<file path="src/rtl/bcd_display_driver.sv">
// Time-multiplexed 7-segment driver for a packed BCD value, with frame-aligned updates.
// Optional leading-zero blanking is enabled by defining BCD_DISP_LZB_EN.
module bcd_display_driver #(
    parameter int DIGITS = 2,
    parameter int DIV    = 4
) (
    input  logic                  clk,
    input  logic                  rst,
    input  logic                  in_valid,
    output logic                  in_ready,
    input  logic [4*DIGITS-1:0]   in_bcd,
    output logic [6:0]            seg,
    output logic [DIGITS-1:0]     an,
    output logic                  frame_done
);

    localparam int IDX_W = (DIGITS > 1) ? $clog2(DIGITS) : 1;
    localparam int CNT_W = (DIV > 1) ? $clog2(DIV) : 1;
    localparam logic [IDX_W-1:0]  IDX_LAST = IDX_W'(DIGITS - 1);
    localparam logic [CNT_W-1:0]  CNT_LAST = CNT_W'(DIV - 1);
    localparam logic [DIGITS-1:0] AN_ONE   = DIGITS'(1);

    logic [4*DIGITS-1:0] disp;
    logic [4*DIGITS-1:0] pend;
    logic                pend_full;
    logic [IDX_W-1:0]    idx;
    logic [CNT_W-1:0]    cnt;
    logic                transfer;
    logic [3:0]          cur_digit;

    function automatic logic [6:0] decode(input logic [3:0] d);
        case (d)
            4'd0:    decode = 7'b0111111;
            4'd1:    decode = 7'b0000110;
            4'd2:    decode = 7'b1011011;
            4'd3:    decode = 7'b1001111;
            4'd4:    decode = 7'b1100110;
            4'd5:    decode = 7'b1101101;
            4'd6:    decode = 7'b1111101;
            4'd7:    decode = 7'b0000111;
            4'd8:    decode = 7'b1111111;
            4'd9:    decode = 7'b1101111;
            default: decode = 7'b1111001;  // non-BCD digit shows "E"
        endcase
    endfunction

    assign frame_done = (idx == IDX_LAST) && (cnt == CNT_LAST);
    // A full pending slot frees up on the frame boundary, so accept again then.
    assign in_ready   = !pend_full || frame_done;
    assign transfer   = in_valid && in_ready;
    assign an         = AN_ONE << idx;
    assign cur_digit  = disp[4*int'(idx) +: 4];

`ifdef BCD_DISP_LZB_EN
    logic [DIGITS-1:0] blank;

    always_comb begin
        logic zero_above;
        // NOTE: every always_comb output gets a default first so no latch is inferred.
        blank      = '0;
        zero_above = 1'b1;
        for (int k = DIGITS - 1; k > 0; k--) begin
            zero_above = zero_above && (disp[4*k +: 4] == 4'd0);
            blank[k]   = zero_above;
        end
    end

    assign seg = blank[idx] ? 7'b0000000 : decode(cur_digit);
`else
    assign seg = decode(cur_digit);
`endif

    // NOTE: state registers use non-blocking assignments so all updates see pre-edge values.
    always_ff @(posedge clk) begin
        if (rst) begin
            disp      <= '0;
            pend      <= '0;
            pend_full <= 1'b0;
            idx       <= '0;
            cnt       <= '0;
        end else begin
            if (cnt == CNT_LAST) begin
                cnt <= '0;
                idx <= (idx == IDX_LAST) ? '0 : idx + 1'b1;
            end else begin
                cnt <= cnt + 1'b1;
            end

            if (frame_done && pend_full)
                disp <= pend;

            if (transfer) begin
                pend      <= in_bcd;
                pend_full <= 1'b1;
            end else if (frame_done) begin
                pend_full <= 1'b0;
            end
        end
    end

endmodule

</file>
<file path="config.mk">
export PLATFORM = sky130hd
export DESIGN_NAME = bcd_display_driver
export DESIGN_NICKNAME = d
export VERILOG_FILES = /design/src/rtl/bcd_display_driver.sv
export SDC_FILE = /design/constraint.sdc
export NUM_CORES = 1
export LEC_CHECK = 0
export CAP_MARGIN = 20
export CORE_MARGIN = 5
export CORE_UTILIZATION = 50
export CTS_BUF_LIST = sky130_fd_sc_hd__clkbuf_4
export DETAILED_ROUTE_END_ITERATION = 8
export PLACE_DENSITY = 0.78
export SYNTH_ARGS = -nofsm -noshare
export SYNTH_HDL_FRONTEND = slang
export SYNTH_SLANG_ARGS = --single-unit
</file>
<file path="constraint.sdc">
create_clock -name clk -period 3.25 [get_ports clk]
set_input_delay 0.975 -clock clk [delete_from_list [all_inputs] [get_ports clk]]
set_output_delay 0.975 -clock clk [all_outputs]
set_load 0.05 [all_outputs]
</file>
==> impl_metrics.env <==
export IMPL_critical_path_class="reg -> out"
export IMPL_place_area_um2=1360
export IMPL_worstHoldStart="cnt[0]"
export IMPL_p_sw_mw=0.115
export IMPL_syn_nets=126
export IMPL_io_pins=22
export IMPL_p_comb_share_pct=14.6
export IMPL_antenna_found_initial=0
export IMPL_die_area_um2=3190
export IMPL_yosysTopAreaCellShare_pct=37.1
export IMPL_ys_async_sr_fraction_pct=0
export IMPL_clock_sinks=20
export IMPL_area_growth_pct=29.4
export IMPL_max_freq_ghz=0.322
export IMPL_firstDrtPassIters=4
export IMPL_seq_area_frac_synth_pct=37.1
export IMPL_grt_max_degree=29
export IMPL_r2r_start="idx"
export IMPL_leakage_nw=0.624
export IMPL_n_fill_cell=157
export IMPL_switching_share_pct=25.4
export IMPL_post_cts_resized=0
export IMPL_end_kind="output port"
export IMPL_grt_pass1_vias=798
export IMPL_die_w_um=56.4
export IMPL_rsz0062_at_grt="no"
export IMPL_syn_area_um2=1080
export IMPL_timing_slew_headroom_pct=48.3
export IMPL_synthFlopType="dfxtp_1"
export IMPL_clockRootBuffer="clkbuf_4"
export IMPL_period_needed_ns=3.11
export IMPL_drive_gt1_share_pct=16.4
export IMPL_cts_buffers_inserted=3
export IMPL_avgViaCountPerCell=5.07
export IMPL_fin_cells=155
export IMPL_cts_path_max_buffers=2
export IMPL_period_share_pct=95.6
export IMPL_p_seq_share_pct=58.9
export IMPL_htree_levels=1
export IMPL_wirelength_mm=2.00
export IMPL_gr_usage_all_layers_pct=13.7
export IMPL_port_buffers=21
export IMPL_die_h_um=56.4
export IMPL_clkTransAtPathRegs_ns=0.11
export IMPL_design_area_um2=1400
export IMPL_synth_edff_count=0
export IMPL_synthTopCellsByArea="dfxtp_1 (37%), mux2i_1 (16%), nand2b_1 (9.3%), ha_1 (8.1%), nor2_1 (3.8%)"
export IMPL_dp_cells=151
export IMPL_arrival_ns=2.13
export IMPL_grt_pass1_wl_mm=3.50
export IMPL_start_util_pct=53.9
export IMPL_p_per_area_nw_per_um2=323
export IMPL_crit_fanout=6
export IMPL_skew_ns=0.00260
export IMPL_core_area_um2=2000
export IMPL_cts_hold_buf=0
export IMPL_synth_top_cells_by_count="dfxtp_1 (20), mux2i_1 (17), nand2b_1 (16), nor2_1 (11), ha_1 (7)"
export IMPL_rows=16
export IMPL_antenna_left=0
export IMPL_final_nets=147
export IMPL_status="finished clean"
export IMPL_drv_cap=0
export IMPL_startpoint_type="flip-flop"
export IMPL_grt_busiest_layer="met2"
export IMPL_drc=0
export IMPL_drtIter0Drc=7
export IMPL_multi_input_comb_area_um2=628
export IMPL_ys_ff_latch=20
export IMPL_wl_per_cell_um=12.9
export IMPL_p_int_mw=0.336
export IMPL_r2r_setup_slack_ns=1.49
export IMPL_min_path_cells=1
export IMPL_r2r_end="pend[6]"
export IMPL_endpoint="in_ready"
export IMPL_syn_area_per_cell_um2=9.99
export IMPL_synthCells=108
export IMPL_met3_usage_pct=3.90
export IMPL_hold_violations=0
export IMPL_hp_class="reg -> reg"
export IMPL_power_mw=0.451
export IMPL_gp_congestion=0.703
export IMPL_ff_latch_area_um2=400
export IMPL_synth_area_leader_cell="dfxtp_1"
export IMPL_clock_power_share_pct=26.5
export IMPL_tightest_slew_ns=0.774
export IMPL_drv_slew=0
export IMPL_dp_hpwl_mm=1.57
export IMPL_groute_layer_met2_usage_pct=22.8
export IMPL_ys_types=25
export IMPL_synth_most_common_cell="dfxtp_1"
export IMPL_reg2reg_depth=4
export IMPL_use_met1_pct=15.9
export IMPL_insertion_delay_ns=0.29
export IMPL_yosysWarnings=0
export IMPL_final_setup_viol_count=0
export IMPL_fin_setup_tns_ns=0
export IMPL_postCtsSetupBuffers=0
export IMPL_ir_drop_mv=0.262
export IMPL_antenna_cells=0
export IMPL_grt_overflow_total=0
export IMPL_dr_total_vias=786
export IMPL_crit_required_ns=2.27
export IMPL_setup_worst_path_start="idx"
export IMPL_cts_tree="done"
worst max-delay path, cell delays in order, from the launching register on:
cell and delay [ns]:
dfxtp_1 0.58, buf_4 0.23, nand2_1 0.12, nand2_1 0.10, clkdlybuf4s50_1 0.81
metal layers:
layer,vias to the layer above,share of wire [%]
li1,394,-
met1,369,42
met2,19,51
met3,4,5.6
met4,0,1.6
met5,-,0
logic make-up after synthesis:
family	Yosys count	synth area share [%]
DFF	20	37.1
buffers and inverters	11	5.80
adders and majority gates	7	8.12
and+or+nand+nor	36	17.3
AOI/OAI and AO/OA	12	8.93
xor gates and xnor gates	1	0.812
muxes	21	21.9
power by group through the flow:
stage / combinational [mW] / sequential (mW) / clock [mW]
finish: 0.0659 / 0.266 / 0.119
global placement: 0.0639 / 0.270 / 0
global route: 0.0715 / 0.267 / 0.134
detailed placement: 0.0668 / 0.271 / 0
floorplan: 0.0491 / 0.267 / 0
CTS: 0.0666 / 0.265 / 0.123
placed cells by master, fill, tap and decap left out:
master and instances:
ha_1 7, a32oi_1 1, a21oi_1 3, o21ai_0 1
inv_1 5, mux2i_2 1, mux2_4 2, o21ai_1 1
nor3_1 1, nor3b_1 1, mux2i_1 16, clkinv_1 1
a21o_1 2, nand3_2 1, mux2i_4 2, nand2_1 6
xnor2_1 1, buf_12 7, a21oi_2 2, buf_4 1
a21boi_4 1, nand2b_1 16, nor2_1 11, a21boi_2 1
clkdlybuf4s50_1 14, dfxtp_1 20, clkbuf_4 3
flip-flops by register name (all words and copies together) (netlist names):
name / flops
disp: 8
idx: 1
cnt: 2
pend_full: 1
pend: 8
layout make-up:
cell class / count / share of cell area, %
tap: 27 / 2.42
clock buffer: 3 / 1.61
clock inverter: 1 / 0.269
inverter: 5 / 1.35
sequential: 20 / 28.7
timing repair buffer: 22 / 20.6
multi-input combinational: 77 / 45.0
stage by stage:
stage	utilization [%]	hold slack (ns)	worst slack (ns)
2_1_floorplan	-	0.398	0.0260
3_3_place_gp	67.8	0.406	0.560
3_5_place_dp	67.8	0.411	0.465
4_1_cts	69.1	0.430	0.120
5_1_grt	69.7	0.449	0.0438
6_report	69.7	0.428	0.142
how the worst min path moves through the flow:
stage	to
CTS	cnt[0]
detailed placement	cnt[0]
global route	cnt[0]
floorplan	cnt[0]
global placement	cnt[0]
finish	cnt[0]
(Power assumes the default switching activity.)
